### src/rtl/key_event_array.sv
// key_event_array
//
// Multi-channel push-button front end. Each channel synchronises its raw key
// level, debounces it with a stability counter, emits one-cycle press/release
// pulses on accepted level changes, and optionally auto-repeats the press
// pulse while the key is held (initial delay, then a fixed repeat period).
//
// Ports:
//   clk          in   1         rising-edge clock (25 MHz VGA domain)
//   reset_n      in   1         asynchronous active-low reset
//   key_raw      in   CHANNELS  raw asynchronous button levels
//   key_level    out  CHANNELS  debounced level, 1 = pressed
//   key_press    out  CHANNELS  1-cycle pulse on accepted press and on each repeat
//   key_repeat   out  CHANNELS  high with key_press when that pulse is a repeat
//   key_release  out  CHANNELS  1-cycle pulse on accepted release
//
// All outputs are registered; there is no combinational path from key_raw.

module key_event_array #(
    parameter int unsigned         CHANNELS        = 4,
    parameter int unsigned         SYNC_STAGES     = 2,
    parameter int unsigned         DEBOUNCE_CYCLES = 250000,
    parameter int unsigned         REPEAT_DELAY    = 5000000,
    parameter int unsigned         REPEAT_RATE     = 1250000,
    parameter logic [CHANNELS-1:0] REPEAT_MASK     = {CHANNELS{1'b1}},
    parameter bit                  ACTIVE_LOW      = 1'b0
) (
    input  logic                clk,
    input  logic                reset_n,
    input  logic [CHANNELS-1:0] key_raw,
    output logic [CHANNELS-1:0] key_level,
    output logic [CHANNELS-1:0] key_press,
    output logic [CHANNELS-1:0] key_repeat,
    output logic [CHANNELS-1:0] key_release
);

    // Counter widths sized to the largest value each counter holds, minimum 1 bit.
    localparam int unsigned DW   = (DEBOUNCE_CYCLES > 1) ? $clog2(DEBOUNCE_CYCLES) : 1;
    localparam int unsigned RMAX = (REPEAT_DELAY > REPEAT_RATE) ? REPEAT_DELAY : REPEAT_RATE;
    localparam int unsigned RW   = (RMAX > 1) ? $clog2(RMAX) : 1;

    localparam logic [DW-1:0] DebLast   = DW'(DEBOUNCE_CYCLES - 1);
    localparam logic [RW-1:0] DelayLast = RW'(REPEAT_DELAY - 1);
    localparam logic [RW-1:0] RateLast  = RW'(REPEAT_RATE - 1);

    typedef enum logic [1:0] {
        StIdle,
        StDelay,
        StRepeat
    } state_e;

    // Synchroniser
    logic [CHANNELS-1:0] w_k;
    logic [CHANNELS-1:0] w_s;
    logic [CHANNELS-1:0] r_sync [SYNC_STAGES];

    // Debouncer
    logic [DW-1:0]       r_dcnt   [CHANNELS];
    logic [DW-1:0]       w_dcnt_d [CHANNELS];
    logic [CHANNELS-1:0] r_level;
    logic [CHANNELS-1:0] w_level_d;
    logic [CHANNELS-1:0] w_rise;
    logic [CHANNELS-1:0] w_fall;

    // Repeat FSM
    state_e              r_state   [CHANNELS];
    state_e              w_state_d [CHANNELS];
    logic [RW-1:0]       r_rcnt    [CHANNELS];
    logic [RW-1:0]       w_rcnt_d  [CHANNELS];
    logic [CHANNELS-1:0] r_press;
    logic [CHANNELS-1:0] w_press_d;
    logic [CHANNELS-1:0] r_repeat;
    logic [CHANNELS-1:0] w_repeat_d;
    logic [CHANNELS-1:0] r_release;
    logic [CHANNELS-1:0] w_release_d;

    // Polarity is normalised before the synchroniser so its reset value of 0
    // always means "not pressed".
    assign w_k = key_raw ^ {CHANNELS{ACTIVE_LOW}};
    assign w_s = r_sync[SYNC_STAGES-1];

    always_ff @(posedge clk or negedge reset_n) begin
        if (!reset_n) begin
            for (int i = 0; i < int'(SYNC_STAGES); i++) begin
                r_sync[i] <= '0;
            end
        end else begin
            r_sync[0] <= w_k;
            for (int i = 1; i < int'(SYNC_STAGES); i++) begin
                r_sync[i] <= r_sync[i-1];
            end
        end
    end

    // Debounce: count consecutive cycles the synchronised level differs from the
    // accepted level; any bounce back clears the count.
    always_comb begin
        w_level_d = r_level;
        for (int c = 0; c < int'(CHANNELS); c++) begin
            w_dcnt_d[c] = '0;
            if (w_s[c] != r_level[c]) begin
                if (r_dcnt[c] == DebLast) begin
                    w_level_d[c] = w_s[c];
                end else begin
                    w_dcnt_d[c] = r_dcnt[c] + 1'b1;
                end
            end
        end
    end

    // Edges are taken from the next-state level so the pulse registers on the
    // same edge as the level change.
    assign w_rise = ~r_level & w_level_d;
    assign w_fall = r_level & ~w_level_d;

    always_comb begin
        w_press_d   = '0;
        w_repeat_d  = '0;
        w_release_d = '0;
        for (int c = 0; c < int'(CHANNELS); c++) begin
            w_state_d[c] = r_state[c];
            w_rcnt_d[c]  = r_rcnt[c];
            if (w_fall[c]) begin
                // Release wins over a repeat falling due on the same edge.
                w_release_d[c] = 1'b1;
                w_rcnt_d[c]    = '0;
                w_state_d[c]   = StIdle;
            end else begin
                case (r_state[c])
                    StIdle: begin
                        if (w_rise[c]) begin
                            w_press_d[c] = 1'b1;
                            w_rcnt_d[c]  = '0;
                            w_state_d[c] = StDelay;
                        end
                    end
                    StDelay: begin
                        // Masked channels park here until release.
                        if (REPEAT_MASK[c]) begin
                            if (r_rcnt[c] == DelayLast) begin
                                w_press_d[c]  = 1'b1;
                                w_repeat_d[c] = 1'b1;
                                w_rcnt_d[c]   = '0;
                                w_state_d[c]  = StRepeat;
                            end else begin
                                w_rcnt_d[c] = r_rcnt[c] + 1'b1;
                            end
                        end
                    end
                    StRepeat: begin
                        if (r_rcnt[c] == RateLast) begin
                            w_press_d[c]  = 1'b1;
                            w_repeat_d[c] = 1'b1;
                            w_rcnt_d[c]   = '0;
                        end else begin
                            w_rcnt_d[c] = r_rcnt[c] + 1'b1;
                        end
                    end
                    default: begin
                        w_rcnt_d[c]  = '0;
                        w_state_d[c] = StIdle;
                    end
                endcase
            end
        end
    end

    always_ff @(posedge clk or negedge reset_n) begin
        if (!reset_n) begin
            for (int c = 0; c < int'(CHANNELS); c++) begin
                r_dcnt[c]  <= '0;
                r_rcnt[c]  <= '0;
                r_state[c] <= StIdle;
            end
            r_level   <= '0;
            r_press   <= '0;
            r_repeat  <= '0;
            r_release <= '0;
        end else begin
            for (int c = 0; c < int'(CHANNELS); c++) begin
                r_dcnt[c]  <= w_dcnt_d[c];
                r_rcnt[c]  <= w_rcnt_d[c];
                r_state[c] <= w_state_d[c];
            end
            r_level   <= w_level_d;
            r_press   <= w_press_d;
            r_repeat  <= w_repeat_d;
            r_release <= w_release_d;
        end
    end

    assign key_level   = r_level;
    assign key_press   = r_press;
    assign key_repeat  = r_repeat;
    assign key_release = r_release;

endmodule
### config.mk
export PLATFORM = sky130hd
export DESIGN_NAME = key_event_array
export DESIGN_NICKNAME = d
export VERILOG_FILES = /design/src/rtl/key_event_array.sv
export SDC_FILE = /design/constraint.sdc
export NUM_CORES = 1
export LEC_CHECK = 0
export BUFFER_PORTS_ARGS = -buffer_cell sky130_fd_sc_hd__buf_4
export CAP_MARGIN = 20
export CORE_MARGIN = 4
export CORE_UTILIZATION = 35
export CTS_CLUSTER_SIZE = 12
export DETAILED_ROUTE_END_ITERATION = 6
export GPL_TIMING_DRIVEN = 1
export HOLD_SLACK_MARGIN = 0.05
export PLACE_DENSITY_LB_ADDON = 0.1
export SYNTH_ARGS = -nofsm -noshare
export SYNTH_HDL_FRONTEND = slang
export SYNTH_SLANG_ARGS = --single-unit
### constraint.sdc
create_clock -name clk -period 3.4 [get_ports clk]
set_input_delay 0.68 -clock clk [delete_from_list [all_inputs] [get_ports clk]]
set_output_delay 0.68 -clock clk [all_outputs]
set_load 0.1 [all_outputs]
==> key figures <==
STA
  • Post-layout min period: roughly 3 ns
  • Setup_tns: 0 ns
  • Final Cycle Share: between 80% and 90%
  • RSZ-0062 raised after global routing: no
  • Clk_skew: 0.00994 ns
  • Setup Viol. Count Final: 0
  • Hold Violations, Final: 0
  • Rel. slew slack: a little over half
  • Worst Max-Slew Pin Slew: roughly 0.7 ns
  • Max-slew violations: 0
  • Fmax: 332 MHz

Pwr
  • Total leakage power: ~4.8 nW
  • Power per Cell Area: 399 nW/um^2
  • Worst IR drop on VDD: 343 uV
  • PnR Total Power: about 4.7 mW

Floorplanning
  • Starting density of the core: 35.4%
  • CORE AREA: about 30000 um^2
  • Die height: 181 um
  • Cell row count: 63
  • Die Wd: roughly 180 um
  • Die area: 32700 um^2
  • # IOs: 22

Finish
  • Register area: 4900 um^2
  • Diode count: 0
  • Layout cells sized above 1: about 7.6%
  • Fill cells: 2901
  • Multi-input gate area: between 5000 and 6000 um^2
  • Nets: 1181
  • Layout area overhead: 11.9%

Logic synthesis
  • Post-Syn Area: roughly 10000 um^2
  • Seq/Total Area, Yosys: between 40% and 50%
  • Synth Register Bits: just under 200
  • Synth top area share: ~47%
  • Yosys Warn Count: 0
  • Async SR Flop Fraction: between 90% and 100%
  • Synth top cells by count: 196 x dfrtp_1, 128 x nor2_1, 116 x nand2_1
  • Syn nets: approximately 1200
  • Post-synth top area cell: dfrtp_1
  • Prevailing post-synth register cell: dfrtp_1
  • Synthesized instance count: approximately 1100
  • Avg Synthesized Cell Area: approximately 9 um^2
  • Area contributors post-synth: dfrtp_1 47%, nor2_1 4.6%, a31oi_1 4.3%, ha_1 4.3%, nand2_1 4.2%
  • Synth cell types: 62
  • Post-synth EDFFs: 0
  • Top-count cell post-synth: dfrtp_1

Worst setup path
  • Worst EP arrival: around 3.4 ns
  • Required time of the worst setup path: between 3 and 4 ns
  • Critical path type: reg -> reg
  • Crit-path leading delay family: simple AND/OR/NAND/NOR gates
  • CP max-delay cell: or4_1
  • Worst setup EP type: flop
  • Critical Path Max Stage Delay: 0.52 ns
  • Worst setup SP type: flop
  • Worst-path cell chain: nor4b_1 -> nand2_1 -> nor4_1 -> mux2i_1 -> ha_1 -> nand2_1 -> nand3_1 -> a21o_1 -> or4_1 -> nand3_1
  • CP Max Fanout: 6
  • CP Buf/Inv Count: 0

Clocking
  • Clock Latency Late Sink: 0.44 ns
  • Maximum clock path buffer count: 2
  • CTS H-tree lvls: 4
  • Total clock sinks: slightly below 200
  • Post_cts resized: 0
  • Num CTS Buffers: 17
  • Hold buffers post-CTS: 0
  • Post-CTS Setup Bufs: 0
  • Clk slew on worst S/H paths: roughly 0.07 ns
  • CTS tree: built
  • Clock root buffer: clkbuf_16

Route
  • Initial DRC count: around 520
  • Vias/cell: ~5.2
  • 1st-pass router iterations: 5
  • Avg WL per Cell: between 10 and 15 um
  • Drt drc: 0
  • Antenna Nets Post-Route: 0
  • Drt total wl: ~22000 um
  • Vias: ~8000

Run status
  • Status: completed

Hold path
  • Worst min path class: in -> async

Global route
  • Vias in the first global route: between 7000 and 8000
  • Initial antenna violation count: 0
  • First-pass GRT wire length: 38800 um
  • Largest net degree at the start of global routing: between 70 and 80
  • Global route overflow: 0
  • Total GRT Usage: around 14%

Placement
  • Port Buf Inserts: 21
  • Final HPWL DP: 14800 um
  • Placer Congestion: approximately 0.80

Run
  • Max Cap Violations: 0
-- state kept, by name, summed over array words and instances (netlist names) --
| signal | cells |
|---|---|
| r_rcnt | 92 |
| key_repeat | 4 |
| key_press | 4 |
| w_s | 4 |
| r_dcnt | 72 |
| key_release | 4 |
| r_state | 8 |
| r_sync | 4 |
| key_level | 4 |
-- kinds of logic (layout without fill, tap and decap cells) --
logic type | after synthesis | count (layout) | share of synthesized area (%)
multiplexers | 10 | 10 | 0.992
adder cells (fa/ha/maj) | 36 | 36 | 4.30
buffers and inverters | 88 | 111 | 3.50
AND/OR/NAND/NOR | 509 | 509 | 24.8
XOR/XNOR | 67 | 67 | 5.61
AO/OA/AOI/OAI | 223 | 223 | 14.0
flip-flops | 196 | 196 | 46.9
-- cells in the final DEF (no fill, tap or decap), types with 4 or more instances in the layout --
| cell | netlist | routed |
|---|---|---|
| nand4_1 | 26 | 26 |
| nor4_1 | 16 | 16 |
| clkbuf_16 | 0 | 17 |
| nor3b_1 | 6 | 6 |
| dfrtp_1 | 196 | 196 |
| and3_1 | 30 | 30 |
| a41oi_1 | 11 | 11 |
| a32o_1 | 4 | 4 |
| and2_1 | 17 | 17 |
| ha_1 | 36 | 36 |
| a221o_1 | 5 | 5 |
| nand2b_1 | 25 | 25 |
| nor4bb_1 | 4 | 4 |
| inv_1 | 43 | 43 |
| o21ai_0 | 30 | 30 |
| nor4b_1 | 17 | 17 |
| or3_1 | 8 | 8 |
| a21o_1 | 5 | 5 |
| a21oi_1 | 60 | 59 |
| nor2b_1 | 4 | 4 |
| bufinv_16 | 0 | 4 |
| xor2_1 | 35 | 35 |
| xnor2_1 | 32 | 32 |
| nor2_1 | 128 | 128 |
| a211oi_1 | 5 | 5 |
| mux2i_1 | 7 | 7 |
| a31oi_1 | 72 | 72 |
| a22o_1 | 9 | 9 |
| a21oi_2 | 3 | 4 |
| o22ai_1 | 4 | 4 |
| nand3_1 | 71 | 71 |
| buf_4 | 2 | 32 |
| nand3b_1 | 6 | 6 |
| nand2_1 | 116 | 116 |
| nor3_1 | 16 | 16 |
-- per-layer routing --
metal	share of wire [%]	global-route usage [%]	wire length [um]
met1	52	19.9	11400
met5	0	0	0
met3	2.3	2.96	498
met2	45	21.8	9980
met4	0.92	3.09	203
-- report_power, final --
part           internal, mW  leakage (nW)  switching [mW]
combinational        0.0221          1.81          0.0710
sequential             2.35          2.71          0.0131
clock                  1.28         0.309           0.941
total                  3.65          4.82            1.02
-- metrics by stage --
step | setup WS [ns] | area (um^2) | std cells | utilization [%] | hold WS [ns]
6_report | 0.384 | 11700 | 1542 | 39.6 | 0.197
5_1_grt | 0.0816 | 11700 | 1542 | 39.6 | 0.244
4_1_cts | 0.356 | 11700 | 1542 | 39.6 | 0.215
3_5_place_dp | 0.391 | 11100 | 1510 | 37.4 | 0.338
3_3_place_gp | 0.470 | 11100 | 1510 | 37.4 | 0.336
2_1_floorplan | 0.590 | 10500 | 1129 | - | 0.331
-- final timing paths --
| kind | start | end | slack (ns) | depth (start not counted) |
|---|---|---|---|---|
| worst max-delay path | r_dcnt[6] | r_rcnt[22] | 0.38 | 10 |
| worst min-delay path | reset_n | r_rcnt[1] | 0.20 | 1 |
| worst max register to register | r_dcnt[6] | r_rcnt[22] | 0.38 | 10 |
| worst min register to register | r_sync[4] | w_s[0] | 0.35 | 0 |
| max in group asynchronous | reset_n | r_rcnt[88] | 2.37 | 2 |
| min in group clk | key_raw[1] | r_sync[5] | 0.35 | 1 |
-- area by class of cell --
cell class / count / share of cell area [%]
inverter: 43 / 1.38
clock buffer: 19 / 3.87
sequential: 196 / 41.9
tap: 390 / 4.17
timing repair buffer: 36 / 2.69
multi-input combinational: 845 / 44.4
clock inverter: 13 / 1.66
No activity file was read; power rests on OpenSTA's default activity.
